File: config.mk
export PLATFORM = sky130hd
export DESIGN_NAME = ad_regfile_wr_sched
export DESIGN_NICKNAME = d
export VERILOG_FILES = /design/src/rtl/ad_regfile_wr_sched.sv
export SDC_FILE = /design/constraint.sdc
export NUM_CORES = 1
export LEC_CHECK = 0
export ABC_AREA = 1
export BUFFER_PORTS_ARGS = -buffer_cell sky130_fd_sc_hd__buf_4
export CAP_MARGIN = 0
export CORE_MARGIN = 3
export CORE_UTILIZATION = 45
export CTS_BUF_LIST = sky130_fd_sc_hd__clkbuf_8 sky130_fd_sc_hd__clkbuf_16
export CTS_CLUSTER_SIZE = 24
export DETAILED_ROUTE_END_ITERATION = 7
export GPL_ROUTABILITY_DRIVEN = 0
export PLACE_DENSITY = 0.83
export SETUP_SLACK_MARGIN = 0.4
export SYNTH_ARGS = -nofsm -noshare
export SYNTH_HDL_FRONTEND = slang
export SYNTH_SLANG_ARGS = --single-unit
File: constraint.sdc
create_clock -name clk_i -period 3 [get_ports clk_i]
set_input_delay 0.45 -clock clk_i [delete_from_list [all_inputs] [get_ports clk_i]]
set_output_delay 0.45 -clock clk_i [all_outputs]
set_load 0.1 [all_outputs]
File: src/rtl/ad_regfile_wr_sched.sv
// ad_regfile_wr_sched
// Write-port scheduler for the single-write-port integer register file.
// After reset it sweeps every entry to zero, because the storage has no reset.
// It then shares the one write port among NUM_REQ writeback sources using
// round-robin arbitration. Writes to x0 complete their handshake but are not
// forwarded to the storage.
//
// Handshake: a requester raises req_valid_i[k] and holds its address, data
// and valid stable until it sees req_ready_o[k]. A transfer happens on the
// rising edge where both are high. Ready is computed combinationally from the
// valid bits and the round-robin pointer, and never from a requester's own
// earlier ready. The write appears on the registered rd_* outputs one cycle
// after the transfer edge.
module ad_regfile_wr_sched #(
  parameter int REG_DATA_WIDTH     = 32,
  parameter int REGFILE_ADDR_WIDTH = 5,
  parameter int REGFILE_DEPTH      = 32,
  parameter int NUM_REQ            = 3
) (
  input  logic                                   clk_i,
  input  logic                                   reset_i,
  input  logic [NUM_REQ-1:0]                     req_valid_i,
  output logic [NUM_REQ-1:0]                     req_ready_o,
  input  logic [NUM_REQ*REGFILE_ADDR_WIDTH-1:0]  req_addr_i,
  input  logic [NUM_REQ*REG_DATA_WIDTH-1:0]      req_data_i,
  output logic [REGFILE_ADDR_WIDTH-1:0]          rd_addr_o,
  output logic [REG_DATA_WIDTH-1:0]              rd_wr_data_o,
  output logic                                   rd_wr_en_o,
  output logic                                   init_done_o,
  output logic                                   dbg_state_o
);

  localparam int ADDR_W = REGFILE_ADDR_WIDTH;
  localparam int DATA_W = REG_DATA_WIDTH;
  localparam int PTR_W  = $clog2(NUM_REQ);

  localparam logic [ADDR_W-1:0] LAST_INIT_ADDR = ADDR_W'(REGFILE_DEPTH - 1);
  localparam logic [PTR_W-1:0]  PTR_RESET      = PTR_W'(NUM_REQ - 1);

  typedef enum logic {
    ST_INIT = 1'b0,
    ST_RUN  = 1'b1
  } state_e;

  state_e              state_q, state_d;
  logic [ADDR_W-1:0]   init_cnt_q, init_cnt_d;
  logic [PTR_W-1:0]    rr_ptr_q, rr_ptr_d;
  logic [ADDR_W-1:0]   rd_addr_q, rd_addr_d;
  logic [DATA_W-1:0]   rd_data_q, rd_data_d;
  logic                rd_en_q, rd_en_d;
  logic                init_done_q, init_done_d;

  // Unpacked views of the flattened requester buses.
  logic [ADDR_W-1:0]   addr_arr [NUM_REQ];
  logic [DATA_W-1:0]   data_arr [NUM_REQ];

  // Arbitration results.
  logic                grant_found;
  logic [PTR_W-1:0]    grant_idx;
  logic [NUM_REQ-1:0]  grant_vec;
  logic [PTR_W-1:0]    cand;

  // Split the flattened requester buses into per-requester slices.
  always_comb begin
    for (int k = 0; k < NUM_REQ; k++) begin
      addr_arr[k] = req_addr_i[k*ADDR_W +: ADDR_W];
      data_arr[k] = req_data_i[k*DATA_W +: DATA_W];
    end
  end

  // Round-robin search: start just after the last winner and wrap around.
  // The first valid requester found wins. Grants are issued only in RUN.
  always_comb begin
    grant_found = 1'b0;
    grant_idx   = '0;
    grant_vec   = '0;
    cand        = '0;
    if (state_q == ST_RUN) begin
      for (int i = 1; i <= NUM_REQ; i++) begin
        cand = PTR_W'((int'(rr_ptr_q) + i) % NUM_REQ);
        if (!grant_found && req_valid_i[cand]) begin
          grant_found = 1'b1;
          grant_idx   = cand;
        end
      end
      if (grant_found) begin
        grant_vec[grant_idx] = 1'b1;
      end
    end
  end

  // Next-state logic for the clear sweep and the write-port schedule.
  always_comb begin
    state_d     = state_q;
    init_cnt_d  = init_cnt_q;
    rr_ptr_d    = rr_ptr_q;
    rd_addr_d   = rd_addr_q;
    rd_data_d   = rd_data_q;
    rd_en_d     = 1'b0;
    init_done_d = init_done_q;
    unique case (state_q)
      ST_INIT: begin
        // Clear one entry per cycle. x0 is included in the sweep.
        rd_en_d    = 1'b1;
        rd_addr_d  = init_cnt_q;
        rd_data_d  = '0;
        init_cnt_d = init_cnt_q + 1'b1;
        if (init_cnt_q == LAST_INIT_ADDR) begin
          state_d     = ST_RUN;
          init_done_d = 1'b1;
        end
      end
      ST_RUN: begin
        // A valid requester is always granted, so a set grant_found is a
        // transfer. With no transfer, address and data hold their values.
        if (grant_found) begin
          rd_addr_d = addr_arr[grant_idx];
          rd_data_d = data_arr[grant_idx];
          rd_en_d   = (addr_arr[grant_idx] != '0);
          rr_ptr_d  = grant_idx;
        end
      end
      default: begin
        state_d = ST_INIT;
      end
    endcase
  end

  // State and output registers. Reset drops any pending write and restarts
  // the sweep.
  always_ff @(posedge clk_i or posedge reset_i) begin
    if (reset_i) begin
      state_q     <= ST_INIT;
      init_cnt_q  <= '0;
      rr_ptr_q    <= PTR_RESET;
      rd_addr_q   <= '0;
      rd_data_q   <= '0;
      rd_en_q     <= 1'b0;
      init_done_q <= 1'b0;
    end else begin
      state_q     <= state_d;
      init_cnt_q  <= init_cnt_d;
      rr_ptr_q    <= rr_ptr_d;
      rd_addr_q   <= rd_addr_d;
      rd_data_q   <= rd_data_d;
      rd_en_q     <= rd_en_d;
      init_done_q <= init_done_d;
    end
  end

  assign req_ready_o  = grant_vec;
  assign rd_addr_o    = rd_addr_q;
  assign rd_wr_data_o = rd_data_q;
  assign rd_wr_en_o   = rd_en_q;
  assign init_done_o  = init_done_q;
  assign dbg_state_o  = state_q;

endmodule
After elaboration in Yosys (flattened, before gate mapping). Cells that the tools add are included.

Bitwise gates (word level): 2. Eq/ne operators: 2. Multiplexer cells: 36. Reduce and logical (&&, ||, !) cells: 8. $lt $le $gt $ge: 6. Add/sub/neg operators: 4. Multiply operators: 0. Shift-type cells: 0. Div/mod/pow operators: 3.

Operators by type and width (number): remainder unit 32 x 3 -> 32 bit (second input constant) (3); 2-to-1 mux 32 bit (3); binary-select mux 32 bit (select 2 bit) (1); case mux 32 bit (2 select lines) (1); 2-to-1 mux 5 bit (3); 2-to-1 mux 1 bit (14); < comparator 2 x 3 -> 1 bit (second input constant) (4); binary-select mux 5 bit (select 2 bit) (1); 2-to-1 mux 2 bit (5); case mux 5 bit (2 select lines) (1); adder 2 x 2 -> 3 bit (second input constant) (2); binary-select mux 1 bit (select 2 bit) (3); 2-to-1 mux 3 bit (2); adder 5 x 1 -> 5 bit (second input constant) (1); == test 5 bit (second input constant) (1); nonzero test 5 bit (1); AND reduction 2 bit (2); adder 2 x 1 -> 3 bit (second input constant) (1); >= comparator 3 bit (second input constant) (1); logical AND 1 bit (3); inverter 2 -> 3 bit (1); demux 1 bit (select 2 bit) (1); >= comparator 2 x 1 -> 1 bit (second input constant) (1); logical NOT 1 bit (2); other kinds (3) (3).

Latch bits: 0. Flip-flop bits (word level): 47. Memory bits (read-only): 0. Output and inout port bits: 43. Word-level logic and storage cells: 68. Memories kept: 0. RAM bits: 0. Input port bits: 116.

Longest topological paths before layout. Gate-level depths: netlist of run 1.

Depth after elaboration: 22. Depth in mapped cells: 18. Depth with buffers taken out: 16.

Least setup slack after synthesis of run 1. OpenSTA, ideal clock, no wires.

Path kind: reg-to-output. Start: register state_q (netlist: dbg_state_o). End: output port req_ready_o[0]. Data arrival time: 3.842 ns. Setup slack: -1.292 ns. Stages on the path, launching flop included: 4. Buffers on the path: 1. Data required time: 2.550 ns. Cell sequence: dfrtp_1 -> clkbuf_1 -> o21ai_1 -> a211oi_1.

Longest elaborated chain between the ends: 1.

RTL lines: from (decl) (RTL line 45) `state_e state_q, state_d;`; from (signal assigned) (RTL line 141) `state_q <= state_d;`; 2-to-1 mux 3 bit (RTL line 78) `if (state_q == ST_RUN) begin`; to (decl) (RTL line 23) `output logic [NUM_REQ-1:0] req_ready_o,`.

Every way passes these cells.

Final worst setup path of run 1.
Start: register rr_ptr_q[1]. End: output port req_ready_o[0].

Longest elaborated chain between the ends: 20. Elaborated cells on any way between the ends: 33. Those cells by class: add/sub: 3; div: 3; order compare: 2; mux: 20; reduce/logical: 5.

RTL lines: from (decl) (RTL line 47) `logic [PTR_W-1:0] rr_ptr_q, rr_ptr_d;`; from (signal assigned) (RTL line 143) `rr_ptr_q <= rr_ptr_d;`; adder 2 x 1 -> 3 bit (RTL line 80) `cand = PTR_W'((int'(rr_ptr_q) + i) % NUM_REQ);`; remainder unit 32 x 3 -> 32 bit (RTL line 80); binary-select mux 1 bit (select 2 bit) (RTL line 81) `if (!grant_found && req_valid_i[cand]) begin`; 2-to-1 mux 1 bit (implied by the code) (RTL line 81); 2-to-1 mux 1 bit (RTL line 81); 2-to-1 mux 1 bit (RTL line 78); logical NOT 1 bit (RTL line 81); logical AND 1 bit (RTL line 81); [4 not listed]; 2-to-1 mux 2 bit (RTL line 81); 2-to-1 mux 2 bit (RTL line 78); < comparator 2 x 3 -> 1 bit (implied by the code) / >= comparator 2 x 1 -> 1 bit (equally long branches) (RTL line 87) `grant_vec[grant_idx] = 1'b1;`; logical AND 1 bit (implied by the code) (RTL line 87); 2-to-1 mux 1 bit (implied by the code) (RTL line 87); demux 1 bit (select 2 bit) (RTL line 87); 2-to-1 mux 3 bit * (RTL line 86) `if (grant_found) begin`; 2-to-1 mux 3 bit * (RTL line 78).

Every way passes the cells marked *; elsewhere a longest branch is shown, timed or not. The select of a mux whose other input is x is not followed.

==> results of run 1 <==
## placed cells by master, fill, tap and decap left out, types with 3 or more instances in the layout
| cell | instances |
|---|---|
| inv_2 | 4 |
| nand2_4 | 3 |
| nand3_1 | 12 |
| a22oi_1 | 3 |
| buf_4 | 171 |
| dfrtp_1 | 45 |
| o211ai_2 | 4 |
| o21ai_1 | 26 |
| buf_12 | 4 |
| nor2_1 | 5 |
| o21ai_0 | 41 |
| inv_1 | 57 |
| clkbuf_8 | 5 |
| nand2_1 | 109 |
| nand4_1 | 6 |
| nand3_2 | 5 |
| o211ai_1 | 28 |
| nand2_2 | 3 |
## final timing paths
check	endpoint	from	depth (start not counted)	slack (ns)
max	req_ready_o[0]	rr_ptr_q[1]	9	0.41
max in group asynchronous	rr_ptr_q[1]	reset_i	3	1.98
max reg2reg	rd_wr_en_o	rr_ptr_q[1]	15	0.56
min in group clk_i	rd_wr_data_o[14]	req_data_i[78]	3	0.36
min reg2reg	init_done_o	init_done_o	1	0.50
min	rd_wr_data_o[4]	reset_i	2	0.26
## per-stage QoR
stage | utilization, % | std cells | area, µm²
2_1_floorplan | - | 398 | 3020
3_3_place_gp | 68.6 | 615 | 4210
3_5_place_dp | 68.6 | 615 | 4210
4_1_cts | 72.6 | 628 | 4450
5_1_grt | 73.7 | 632 | 4520
6_report | 73.7 | 632 | 4520
## layout make-up
| cell class | count | area [µm²] | share of cell area (%) |
|---|---|---|---|
| repair buffers | 175 | 1360 | 30.2 |
| inverters | 63 | 251 | 5.57 |
| multi-input cells | 264 | 1520 | 33.7 |
| well taps | 75 | 93.8 | 2.08 |
| flip-flops and latches | 47 | 1180 | 26.1 |
| clock buffers | 5 | 68.8 | 1.52 |
| clock inverters | 3 | 37.5 | 0.831 |
## what timing repair did
action | in CTS | in global routing
gates resized for setup | 22 | 7
buffers inserted | 5 | 4
setup endpoints to repair | 4 | 3
pin swaps | 3 | 5
## state kept, by name, indices dropped and copies added (netlist names)
register	count
rd_wr_data_o	32
init_cnt_q	5
rd_addr_o	5
rr_ptr_q	2
dbg_state_o	1
init_done_o	1
rd_wr_en_o	1
## worst max-delay path, delay by kind of cell (launching register included)
family | cells | cell delay (ns)
compound gates | 1 | 0.31
fa+ha+maj | 1 | 0.24
buf+inv | 2 | 0.28
flops | 1 | 0.57
simple gates | 5 | 0.44
## cell families after synthesis
family	Yosys count	synth area share [%]
AOI/OAI and AO/OA	109	22.7
adders and majority gates	4	1.70
and+or+nand+nor	149	21.4
xor gates and xnor gates	2	0.594
DFF	47	39.9
buffers and inverters	87	13.6
## per-layer routing
layer,vias up,global-route usage (%),part of all wire [%]
met5,-,0,0
met4,0,3.12,0.56
met3,6,5.01,8.6
met2,134,45.5,51
met1,1548,31.9,40
li1,1622,-,-
==> flow_summary.json, run 1 <==
{
  "finalHoldViolCount": 0,
  "track_usage_pct": 25.2,
  "netlist_top_cells_area": "dfrtp_1 (39%), nand2_1 (14%), inv_1 (7.4%)",
  "crit_top_cell": "nand3_2",
  "fp.dieW_um": 87.0,
  "hold_class": "input port to async pin",
  "cts_sinks": 47,
  "startpoint_type": "flop",
  "timing.setup.tns_ns": 0,
  "setup_violations": 0,
  "synth-seq-area-share_pct": 39.9,
  "routed_wirelength_mm": 9.72,
  "synthMostInstantiatedCell": "nand2_1",
  "syn_to_final_growth_pct": 53.2,
  "fillers": 478,
  "grt_antenna_before_repair": 0,
  "die-area_um2": 7560,
  "vias": 3310,
  "drv_slew": 0,
  "cts_tree": "yes",
  "first_pass_iters": 4,
  "maxCapViolCount": 0,
  "dpl_worst_slack_ns": 0.359,
  "die_y_um": 87.0,
  "io_buffers": 158,
  "holdWs_ns": 0.259,
  "period_needed_ns": 2.59,
  "cts.htree.levels": 2,
  "cts_made_buffers": 5,
  "initial_core_util_pct": 48.1,
  "yosys_warnings": 0,
  "tightest_slew_ns": 0.694,
  "wl_per_cell_um": 15.4,
  "grt_first_pass_wirelength_mm": 15.3,
  "synth.distinct_cells": 30,
  "crit_path_max_fanout": 7,
  "post-synth-top-area-cell": "dfrtp_1",
  "cp-end-kind": "primary output",
  "worstPathRequired_ns": 2.55,
  "status": "finished clean",
  "grt_pass1_vias": 3206,
  "route.detailed.drc": 0,
  "drive_gt1_share_pct": 39.1,
  "drt_iter0_drc": 119,
  "antenna_cells": 0,
  "async_reset_ff_share_pct": 100,
  "path_cells": "ha_4 > inv_4 > nand2_2 > nand3_2 > nand2_4 > nand3_2 > nand3_4 > a211oi_4 > buf_12",
  "cp_slowest_cell": "dfstp_2",
  "synth_ff_type": "dfrtp_1",
  "synth_edf_count": 0,
  "critPathMaxStageDelay_ns": 0.57,
  "netlist.area_leader.share_pct": 39.0,
  "synthTopCellsByCount": "nand2_1 (113), inv_1 (58), dfrtp_1 (46)",
  "avgSynthCellArea_um2": 7.41,
  "dpl.hpwl_mm": 7.04,
  "syn-num-nets": 518,
  "path_clk_slew_ns": 0.09,
  "crit_arrival_ns": 2.14,
  "ios": 159,
  "viasPerCell": 5.24,
  "cts_root_buf": "clkbuf_8",
  "max-clock-path-buffers": 2,
  "clock_latency_ns": 0.30,
  "postRouteAntennaNets": 0,
  "nets": 676,
  "worst_slack_ns": 0.412,
  "fin_skew_ns": 0.00502,
  "worstSetupPathType": "flop to primary output",
  "core_area_um2": 6130,
  "netlist_instances": 398,
  "ys_ff_latch": 47,
  "achievable-frequency_ghz": 0.386,
  "synth_area_um2": 2950,
  "grt_max_degree": 38,
  "period_share_pct": 86.3,
  "relSlewSlack_pct": 53.7,
  "rsz0062_at_grt": "yes",
  "grt_overflow_total": 0,
  "rows": 28,
  "ctsHoldBuffers": 0
}
Power of run 1 is not shown: default switching activity piles up to over one toggle a cycle in this logic, so the estimate is an artifact.
==> inputs of run 2 (changes only) <==
--- a/config.mk
+++ b/config.mk
@@ -5,16 +5,15 @@
 export SDC_FILE = /design/constraint.sdc
 export NUM_CORES = 1
 export LEC_CHECK = 0
-export ABC_AREA = 1
 export BUFFER_PORTS_ARGS = -buffer_cell sky130_fd_sc_hd__buf_4
 export CAP_MARGIN = 0
 export CORE_MARGIN = 3
-export CORE_UTILIZATION = 45
+export CORE_UTILIZATION = 44
 export CTS_BUF_LIST = sky130_fd_sc_hd__clkbuf_8 sky130_fd_sc_hd__clkbuf_16
 export CTS_CLUSTER_SIZE = 24
 export DETAILED_ROUTE_END_ITERATION = 7
 export GPL_ROUTABILITY_DRIVEN = 0
-export PLACE_DENSITY = 0.83
+export PLACE_DENSITY = 0.84
 export SETUP_SLACK_MARGIN = 0.4
 export SYNTH_ARGS = -nofsm -noshare
 export SYNTH_HDL_FRONTEND = slang
==> run 2 against run 1 <==
Net effect: cell count shrank 24%; first-iteration DRC count shrank 32%; clock-buffer cell count is the same; sequential share of layout area grew 2.6 points; critical endpoint unchanged.
==> flow_summary.json, run 2 <==
{
  "yosys_warnings": 0,
  "synthMostInstantiatedCell": "dfrtp_1",
  "core_area_um2": 5960,
  "postRouteAntennaNets": 0,
  "hold_class": "input port to async pin",
  "path_clk_slew_ns": 0.09,
  "initial_core_util_pct": 45.7,
  "startpoint_type": "flop",
  "maxCapViolCount": 0,
  "cts_made_buffers": 5,
  "ios": 159,
  "synth.distinct_cells": 48,
  "largest_register_ffs": 32,
  "grt_overflow_total": 0,
  "finalHoldViolCount": 0,
  "grt_antenna_before_repair": 0,
  "clock_latency_ns": 0.30,
  "cp-end-kind": "primary output",
  "r2r_setup_slack_ns": 0.70,
  "rsz0062_at_grt": "yes",
  "synth_edf_count": 0,
  "timing.setup.tns_ns": 0,
  "post-synth-top-area-cell": "dfrtp_1",
  "routed_wirelength_mm": 8.45,
  "fin_skew_ns": 0.00830,
  "period_needed_ns": 2.55,
  "route.detailed.drc": 0,
  "avgSynthCellArea_um2": 11.0,
  "achievable-frequency_ghz": 0.393,
  "netlist.area_leader.share_pct": 42.3,
  "drive_gt1_share_pct": 49.9,
  "crit_arrival_ns": 2.10,
  "status": "finished clean",
  "crit_path_max_fanout": 7,
  "worstSetupPathType": "flop to primary output",
  "synth_area_um2": 2720,
  "mostFrequentLayoutCells": "buf_4 (166), dfrtp_1 (46), a22oi_1 (32), mux2i_1 (32), o22ai_1 (32)",
  "rows": 28,
  "grt_max_degree": 48,
  "r2r_cells": 9,
  "syn-num-nets": 368,
  "period_share_pct": 84.9,
  "dpl.hpwl_mm": 6.35,
  "drv_slew": 0,
  "grt_pass1_vias": 2810,
  "track_usage_pct": 22.8,
  "synth_ff_type": "dfrtp_1",
  "grt_first_pass_wirelength_mm": 13.2,
  "worstPathRequired_ns": 2.55,
  "setup_violations": 0,
  "timing.rr.end": "rd_wr_data_o[11]",
  "cts_root_buf": "clkbuf_8",
  "crit_path_end": "req_ready_o[0]",
  "die_y_um": 84.7,
  "crit-reg2reg-launch": "rr_ptr_q[1]",
  "synthTopCellsByCount": "dfrtp_1 (46), a22oi_1 (32), mux2i_1 (32), o22ai_1 (32), a21oi_1 (11)",
  "die-area_um2": 7170,
  "io_buffers": 158,
  "ys_ff_latch": 47,
  "relSlewSlack_pct": 33.2,
  "first_pass_iters": 4,
  "syn_to_final_growth_pct": 50.8,
  "nets": 524,
  "drt_iter0_drc": 81,
  "synth-seq-area-share_pct": 43.2,
  "wl_per_cell_um": 17.6,
  "crit_start": "rr_ptr_q[1]",
  "tightest_slew_ns": 1.00,
  "cts.htree.levels": 2,
  "netlist_top_cells_area": "dfrtp_1 (42%), mux2i_1 (12%), a22oi_1 (8.8%)",
  "async_reset_ff_share_pct": 100,
  "antenna_cells": 0,
  "final_common_cell": "buf_4",
  "viasPerCell": 5.70,
  "cts_tree": "yes",
  "vias": 2736,
  "fp.dieW_um": 84.7,
  "max-clock-path-buffers": 2,
  "cts_sinks": 47,
  "netlist_instances": 248
}
run 2: critical path, cell delays in order, from the launching register on:
cell and delay, ns:
dfstp_2 0.57, inv_1 0.05, ha_2 0.22, maj3_2 0.33, nand2_2 0.08, o211a_4 0.17
nand3_4 0.07, nor2_4 0.12, buf_12 0.18
run 2: timing repair:
action                                  4_1_cts  5_1_grt
gates resized for setup                      10        1
setup buffers                                 3        0
pin swaps                                     2        1
endpoints found under the setup margin        3        2
endpoints found under the hold margin         0        0
hold buffers                                  0        0
run 2: kinds of logic (layout without fill, tap and decap cells):
group	after synthesis	count (layout)	share of synthesized area, %
AO/OA/AOI/OAI	101	101	27.5
XOR/XNOR	3	3	0.965
adder cells (fa/ha/maj)	5	5	2.21
buffers and inverters	27	184	6.99
flip-flops	47	47	43.2
multiplexers	34	34	12.6
AND/OR/NAND/NOR	31	31	6.48
run 2: worst min-delay path by stage:
stage | end | slack (ns) | cells after the start
final | rd_wr_data_o[29] | 0.39 | 2
after global routing | rd_wr_data_o[29] | 0.42 | 3
after CTS | rd_wr_data_o[2] | 0.41 | 2
after detailed placement | init_done_o | 0.46 | 1
after global placement | init_done_o | 0.44 | 1
after floorplan | init_cnt_q[3] | 0.46 | 1
run 2: metal layers:
| layer | global-route usage [%] | part of all wire (%) | up-vias |
|---|---|---|---|
| met5 | 0 | 0 | - |
| met4 | 6.33 | 1.6 | 0 |
| met3 | 5.40 | 6.6 | 17 |
| met2 | 40.8 | 53 | 112 |
| met1 | 27.4 | 38 | 1333 |
| li1 | - | - | 1274 |
run 2: layout make-up:
type                       instances  area (µm²)
sequential                        47        1180
multi-input combinational        174        1390
clock inverter                     3        43.8
inverter                           7        38.8
timing repair buffer             169        1290
tap                               75        93.8
clock buffer                       5        68.8
fill                             487        1850
run 2: metrics by stage:
step | hold WS [ns] | instance area, µm² | std cells | setup WS (ns) | utilization (%)
after CTS | 0.409 | 4100 | 480 | 0.411 | 68.9
after global routing | 0.421 | 4110 | 480 | 0.379 | 68.9
after global placement | 0.443 | 3930 | 469 | 0.541 | 65.9
after detailed placement | 0.456 | 3930 | 469 | 0.441 | 65.9
after floorplan | 0.460 | 2750 | 248 | 0.333 | -
final | 0.386 | 4110 | 480 | 0.454 | 68.9
Power of run 2 is left out for the same reason.
